### src/rtl/s_mem_arbiter.sv
// Transaction-level round-robin arbiter for the single-port RC4 S-memory.
// The owner keeps the RAM until it drops req; read results are routed back by tag.
module s_mem_arbiter #(
  parameter int N_REQ  = 3,
  parameter int ADDR_W = 8,
  parameter int DATA_W = 8,
  parameter int RD_LAT = 1
) (
  input  logic                    CLOCK_50,
  input  logic                    reset_n,
  input  logic [N_REQ-1:0]        req,
  output logic [N_REQ-1:0]        gnt,
  input  logic [N_REQ-1:0]        acc_valid,
  input  logic [N_REQ-1:0]        acc_we,
  input  logic [N_REQ*ADDR_W-1:0] acc_addr,
  input  logic [N_REQ*DATA_W-1:0] acc_wdata,
  output logic [ADDR_W-1:0]       mem_addr,
  output logic [DATA_W-1:0]       mem_data,
  output logic                    mem_wren,
  input  logic [DATA_W-1:0]       mem_q,
  output logic [N_REQ-1:0]        rd_valid,
  output logic [DATA_W-1:0]       rd_data,
  output logic [1:0]              owner,
  output logic                    busy,
  output logic                    proto_err
);

  typedef enum logic {IDLE = 1'b0, OWN = 1'b1} state_e;

  state_e                 state_q, state_d;
  logic [N_REQ-1:0]       gnt_q, gnt_d;
  logic [1:0]             owner_q, owner_d;
  logic [1:0]             last_q, last_d;
  logic                   busy_q, busy_d;
  logic                   perr_q, perr_d;
  logic [RD_LAT-1:0]      tag_vld_q;
  logic [RD_LAT-1:0][1:0] tag_id_q;

  logic       win_found;
  logic [1:0] win_idx;
  int         cand;
  logic       accept;
  logic       viol;
  logic       rd_push;

  // Round-robin scan starting just after the last winner.
  always_comb begin
    win_found = 1'b0;
    win_idx   = 2'd0;
    cand      = 0;
    for (int k = 1; k <= N_REQ; k++) begin
      cand = int'(last_q) + k;
      if (cand >= N_REQ) begin
        cand = cand - N_REQ;
      end else begin
        cand = cand;
      end
      if (!win_found && req[cand[1:0]]) begin
        win_found = 1'b1;
        win_idx   = cand[1:0];
      end else begin
        win_found = win_found;
      end
    end
  end

  always_comb begin
    state_d = state_q;
    gnt_d   = gnt_q;
    owner_d = owner_q;
    last_d  = last_q;
    busy_d  = busy_q;
    case (state_q)
      IDLE: begin
        if (win_found) begin
          state_d          = OWN;
          gnt_d            = '0;
          gnt_d[win_idx]   = 1'b1;
          owner_d          = win_idx;
          last_d           = win_idx;
          busy_d           = 1'b1;
        end else begin
          state_d = IDLE;
        end
      end
      OWN: begin
        if (!req[owner_q]) begin
          state_d = IDLE;
          gnt_d   = '0;
          owner_d = 2'd0;
          busy_d  = 1'b0;
        end else begin
          state_d = OWN;
        end
      end
      default: begin
        state_d = IDLE;
        gnt_d   = '0;
        owner_d = 2'd0;
        busy_d  = 1'b0;
      end
    endcase
  end

  // Strobes from non-owners never reach the RAM; they only raise the sticky error.
  assign accept  = acc_valid[owner_q] & gnt_q[owner_q];
  assign viol    = |(acc_valid & ~gnt_q);
  assign rd_push = accept & ~acc_we[owner_q];
  assign perr_d  = perr_q | viol;

  always_comb begin
    mem_addr = '0;
    mem_data = '0;
    mem_wren = 1'b0;
    if (accept) begin
      mem_addr = acc_addr[int'(owner_q)*ADDR_W +: ADDR_W];
      mem_data = acc_wdata[int'(owner_q)*DATA_W +: DATA_W];
      mem_wren = acc_we[owner_q];
    end else begin
      mem_addr = '0;
      mem_data = '0;
      mem_wren = 1'b0;
    end
  end

  always_comb begin
    rd_valid = '0;
    rd_data  = '0;
    if (tag_vld_q[RD_LAT-1]) begin
      rd_valid[tag_id_q[RD_LAT-1]] = 1'b1;
      rd_data                      = mem_q;
    end else begin
      rd_valid = '0;
      rd_data  = '0;
    end
  end

  // Read tags travel alongside the RAM pipeline so they outlive the grant.
  always_ff @(posedge CLOCK_50 or negedge reset_n) begin
    if (!reset_n) begin
      state_q   <= IDLE;
      gnt_q     <= '0;
      owner_q   <= 2'd0;
      last_q    <= 2'(N_REQ - 1);
      busy_q    <= 1'b0;
      perr_q    <= 1'b0;
      tag_vld_q <= '0;
      tag_id_q  <= '0;
    end else begin
      state_q <= state_d;
      gnt_q   <= gnt_d;
      owner_q <= owner_d;
      last_q  <= last_d;
      busy_q  <= busy_d;
      perr_q  <= perr_d;
      for (int k = RD_LAT - 1; k > 0; k--) begin
        tag_vld_q[k] <= tag_vld_q[k-1];
        tag_id_q[k]  <= tag_id_q[k-1];
      end
      tag_vld_q[0] <= rd_push;
      tag_id_q[0]  <= owner_q;
    end
  end

  assign gnt       = gnt_q;
  assign owner     = owner_q;
  assign busy      = busy_q;
  assign proto_err = perr_q;

endmodule

### config.mk
export PLATFORM = sky130hd
export DESIGN_NAME = s_mem_arbiter
export DESIGN_NICKNAME = d
export VERILOG_FILES = /design/src/rtl/s_mem_arbiter.sv
export SDC_FILE = /design/constraint.sdc
export NUM_CORES = 1
export LEC_CHECK = 0
export CAP_MARGIN = 10
export CELL_PAD_IN_SITES_DETAIL_PLACEMENT = 0
export CELL_PAD_IN_SITES_GLOBAL_PLACEMENT = 1
export CORE_ASPECT_RATIO = 1.1
export CORE_UTILIZATION = 23
export CTS_BUF_LIST = sky130_fd_sc_hd__clkbuf_16
export CTS_CLUSTER_DIAMETER = 60
export DETAILED_ROUTE_END_ITERATION = 10
export PLACE_DENSITY_LB_ADDON = 0.25
export SETUP_SLACK_MARGIN = 0.4
export SLEW_MARGIN = 0
export SYNTH_ARGS = -nofsm -noshare
export SYNTH_HDL_FRONTEND = slang
export SYNTH_SLANG_ARGS = --single-unit
### constraint.sdc
create_clock -name CLOCK_50 -period 7.1 [get_ports CLOCK_50]
set_clock_uncertainty 0.2 [all_clocks]
set_input_delay 1.775 -clock CLOCK_50 [delete_from_list [all_inputs] [get_ports CLOCK_50]]
set_output_delay 1.775 -clock CLOCK_50 [all_outputs]
set_load 0.03 [all_outputs]
Yosys cells after proc, flatten, opt, wreduce, memory -nomap -nowiden
Index checks and enable logic that the tools add are counted.
Word-level totals
  output and inout port bits: 35
  input bits: 67
  bits in registers: 13
  logic and storage cells: 89
Operators by class
  bitwise operators: 7
  shift operators: 2
  reductions and logical operators: 9
  equality and inequality tests: 2
  muxes and demuxes: 44
  add/subtract/negate cells: 6
  magnitude comparators: 11
Operators by type and width (number)
  $shiftx A24 B6 Y8: 2
  $mux W8: 3
  $lt A2 B3 Y1 const B: 6
  $mux W1: 17
  $mux W2: 8
  $bmux W1 S2: 7
  $ge A3 B2 Y1 const B: 3
  $mux W3: 3
  $add A2 B2 Y3 const B: 2
  $pmux W3 S2: 1
  $sub A2 B2 Y2 const B: 3
  $demux W1 S2: 2
  $ge A2 B1 Y1 const B: 2
  $logic_and A1 B1 Y1: 4
  $ne A2 B2 Y1 const B: 2
  $pmux W1 S2: 2
  $pmux W2 S2: 1
  $reduce_and A2 Y1: 2
  $add A2 B1 Y3 const B: 1
  $and A3 B3 Y3: 1
  $not A3 Y3: 1
  $reduce_or A3 Y1: 1
  $and A1 B1 Y1: 2
  $logic_not A1 Y1: 2
  other kinds (2): 3

Depth between registers and ports, before layout
  word-level depth: 18
  mapped depth: 8
  depth with buffers taken out: 7

Worst setup path after synthesis
OpenSTA, ideal clock, no wires.
  path kind: input -> output
  start: input acc_valid[2]
  end: output mem_addr[0]
  arrival: 2.762 ns
  path slack: 2.363 ns
  required time: 5.125 ns
  buffers on the path: 1
  stages on the path: 5
  cell sequence: nand2_1 > o21ai_0 > o21ai_1 > buf_2 > nor2_1
Between the ends
  word-level cells in the longest chain between the ends: 4
RTL lines
  start, declared: line 13  | input logic [N_REQ-1:0] acc_valid,
  $bmux W1 S2: line 106  | assign accept = acc_valid[owner_q] & gnt_q[owner_q];
  $mux W1 (implied by the code): line 106
  $and A1 B1 Y1: line 106
  $mux W8: line 115  | if (accept) begin
  end, declared: line 17  | output logic [ADDR_W-1:0] mem_addr,
Every way passes these cells. The select of a mux whose other input is x is not followed.

Worst setup path in the final report
  start: input acc_valid[0]
  end: output mem_data[6]
Between the ends
  word-level cells in the longest chain between the ends: 4
RTL lines
  $bmux W1 S2: line 106
  $mux W1 (implied by the code): line 106
  $and A1 B1 Y1: line 106
  $mux W8: line 115
  end, declared: line 18  | output logic [DATA_W-1:0] mem_data,
Every way passes these cells. The select of a mux whose other input is x is not followed.

==> metrics.md <==
| Metric | Value |
|---|---|
| Synth Instances | `approximately 170` |
| RSZ-0062 raised after global routing | `false` |
| Post-DP HPWL | `roughly 3.2 mm` |
| Buf+Inv Stages, Crit Path | `3` |
| Drt first-iter violations | `75` |
| Met3 wire len | `~380 um` |
| Run status | `finished, final reports clean` |
| Hold path depth | `2` |
| Share of cells above drive strength 1 | `0.0492` |
| Max IR drop VDD | `0.122 mV` |
| Period minus WS final | `5.53 ns` |
| CTS Buf Count | `3` |
| FP Rows | `28` |
| Pwr Total | `about 0.83 mW` |
| Data arrival, critical path | `3.56 ns` |
| GRT Residual Overflow | `0` |
| Area Overhead vs Synth | `89.7%` |
| CP endpoint kind | `primary output` |
| Clock slew at reported path FFs | `0.04 ns` |
| Htree depth | `1` |
| Antenna violations before repair | `0` |
| Drt pass-1 iters | `4` |
| Setup Fix Bufs, Post-CTS | `0` |
| Cells after DPL | `between 300 and 400` |
| Crit path max fanout | `18` |
| Gr usage total | `0.139` |
| Clock Latency Late Sink | `roughly 0.24 ns` |
| Clk sink count | `13` |
| Slowest cell on the critical path | `clkdlybuf4s50_1` |
| Worst Setup Path Type | `input port to primary output` |
| Final setup violation count | `0` |
| Max Clock Freq | `0.181 GHz` |
| Dpl ws | `1.57 ns` |
| WL met1 | `around 1.7 mm` |
| IO Count | `a little over 100` |
| Mean Syn Cell Area | `7.75 sq um` |
| Final std cells w/o fill | `around 340` |
| Crit-path most repeated cell | `clkdlybuf4s50_1` |
| Mean routed wirelength per cell | `approximately 12 um` |
| Final Hold Viols | `0` |
| Final WL | `roughly 4.1 mm` |
| Worst path cell trace | `clkdlybuf4s50_1 > nand2_1 > o21ai_0 > o21ai_1 > buf_4 > nor2_1 > clkdlybuf4s50_1` |
| GPL Wtd Cong | `~0.87` |
| Nets | `roughly 340` |
| Post-CTS Resized | `0` |
| DR DRC count | `0` |
| Slew HR | `0.441` |
| Root buffer cell | `clkbuf_16` |
| Met2 wire len | `about 2 mm` |
| Die H | `approximately 80 um` |
| Levels on crit path | `7` |
| PortBufs | `a little over 100` |
| Final TNS setup | `0 ns` |
| Synthesis Warnings | `0` |
| Sequential-to-total area share from yosys stat | `0.254` |
| # diodes | `0` |
| Full die area | `5900 sq um` |
| Die Wd | `73.3 um` |
| Pin count of the biggest net entering global routing | `26` |
| Lkg Pwr | `0.986 nW` |
| Pwr per Cell Area | `~340 nW/um^2` |
| CTS tree | `yes` |
| Critical Path Start Type | `input port` |
| Max Cap Viol | `0` |
| First-pass GRT wire length | `6.43 mm` |
| Slew Limit Fails | `0` |
| Initial core utilization | `0.238` |
| Clock Tree Buf Depth | `2` |
| Cts hold-fix bufs | `0` |
| CP max stage delay | `about 0.68 ns` |
| Vias | `around 1500` |
| Distinct cell type count after synthesis | `37` |
| Post-Syn Nets | `237` |
| WP data required | `~5.1 ns` |
| Remaining antenna violation count | `0` |
| Worst reg-to-reg path cell count | `7` |
| Pin slew with the least headroom to its limit | `0.839 ns` |
| Final Util | `0.452` |
| Synth Register Bits | `13` |
| Vias in the first global route | `~1400` |
| Fin worst setup slack | `~1.6 ns` |
| Post-Synthesis Cell Area | `around 1300 sq um` |
| Top Metal Used | `met4` |
| Final period util | `0.779` |
| HP Class | `register to register` |
| Core outline area | `between 5000 and 6000 sq um` |
| Via-to-Cell Ratio | `approximately 4.5` |
| Kind of cell adding the most delay to the critical path | `buffers and inverters` |
placed cells by master (no fill, tap or decap), types with 2 or more instances in the layout:
master,instances
a21o_1,4
a21oi_1,21
and2_1,8
and3b_1,2
buf_4,3
clkbuf_16,3
clkdlybuf4s50_1,101
dfrtp_1,12
ha_1,4
inv_1,6
mux2i_1,21
nand2_1,7
nand2b_1,2
nand3_1,4
nor2_1,37
nor2b_1,2
nor3b_1,2
o211ai_1,2
o21ai_0,7
sequential cells by signal (all words and copies together) (netlist names):
signal	flops
last_q	2
gnt	3
busy	1
tag_vld_q	1
owner	2
proto_err	1
state_q	1
tag_id_q	2
final cells by class:
class / instances / area [sq um]
clock inverters: 1 / 3.75
clock buffers: 3 / 75.1
repair buffers: 104 / 1030
multi-input cells: 138 / 888
fillers: 572 / 2960
well taps: 75 / 93.8
inverters: 5 / 18.8
flip-flops and latches: 13 / 327
metrics by stage:
stage | hold WS (ns) | cell area, sq um
CTS | 0.280 | 2440
finish | 0.273 | 2440
floorplan | 0.312 | 1290
global route | 0.298 | 2440
detailed placement | 0.269 | 2360
global placement | 0.261 | 2360
cell usage after synthesis:
cell	instances	area [sq um]
a21o_1	4	30.0
o22a_2	1	10.0
o21ai_0	7	35.0
nand2b_1	2	12.5
o2111ai_1	1	8.76
o22ai_1	1	6.26
o31ai_4	1	21.3
inv_1	5	18.8
dfrtp_1	12	300
a211o_1	1	8.76
and2_1	8	50.1
a2bb2oi_1	1	8.76
mux2i_1	21	210
o21ai_4	1	16.3
nor2_1	37	139
buf_1	1	3.75
ha_1	4	50.1
and2_4	1	8.76
o41a_1	1	11.3
nor2b_1	2	12.5
clkbuf_1	4	15.0
nor3b_1	2	15.0
and3b_1	2	17.5
nand3_1	4	20.0
o21ai_1	1	5.00
dfstp_2	1	26.3
a21oi_1	21	105
o211ai_1	2	15.0
nor3_1	1	5.00
or3b_4	1	11.3
o32ai_1	1	8.76
a22o_1	1	8.76
buf_4	1	7.51
buf_2	3	15.0
nand2_1	7	26.3
buf_6	1	11.3
o21bai_2	1	11.3
worst reg2reg max path, delay by kind of cell, from the launching register on:
family	cells	cell delay (ns)
buf+inv	1	0.13
compound gates	4	0.86
simple gates	1	0.30
fa+ha+maj	1	0.43
flops	1	0.49
power by group:
| part | internal [mW] | switching (mW) | leakage (nW) | total, mW |
|---|---|---|---|---|
| registers | 0.103 | 0.0420 | 0.159 | 0.145 |
| clock network | 0.0740 | 0.0287 | 0.0423 | 0.103 |
| logic | 0.261 | 0.324 | 0.785 | 0.585 |
kinds of logic after synthesis:
family	Yosys count	synth area share
AO/OA/AOI/OAI	46	0.241
adder cells (fa/ha/maj)	4	0.0389
buffers and inverters	15	0.0554
flip-flops	13	0.254
multiplexers	21	0.163
AND/OR/NAND/NOR	67	0.247
layer usage:
metal	track usage	vias to the layer above
li1	-	777
met1	0.163	674
met2	0.245	86
met3	0.0226	3
met4	0.0577	0
met5	0	-
worst paths after layout:
path	slack, ns	startpoint	to
worst max-delay path	1.57	acc_valid[0]	mem_data[6]
worst min-delay path	0.27	busy	busy
worst max register to register	4.62	last_q[0]	gnt[1]
worst min register to register	0.27	busy	busy
max in group asynchronous	4.63	reset_n	last_q[1]
min in group asynchronous	1.70	reset_n	proto_err
Note: power is estimated with default switching activity, not from simulation.
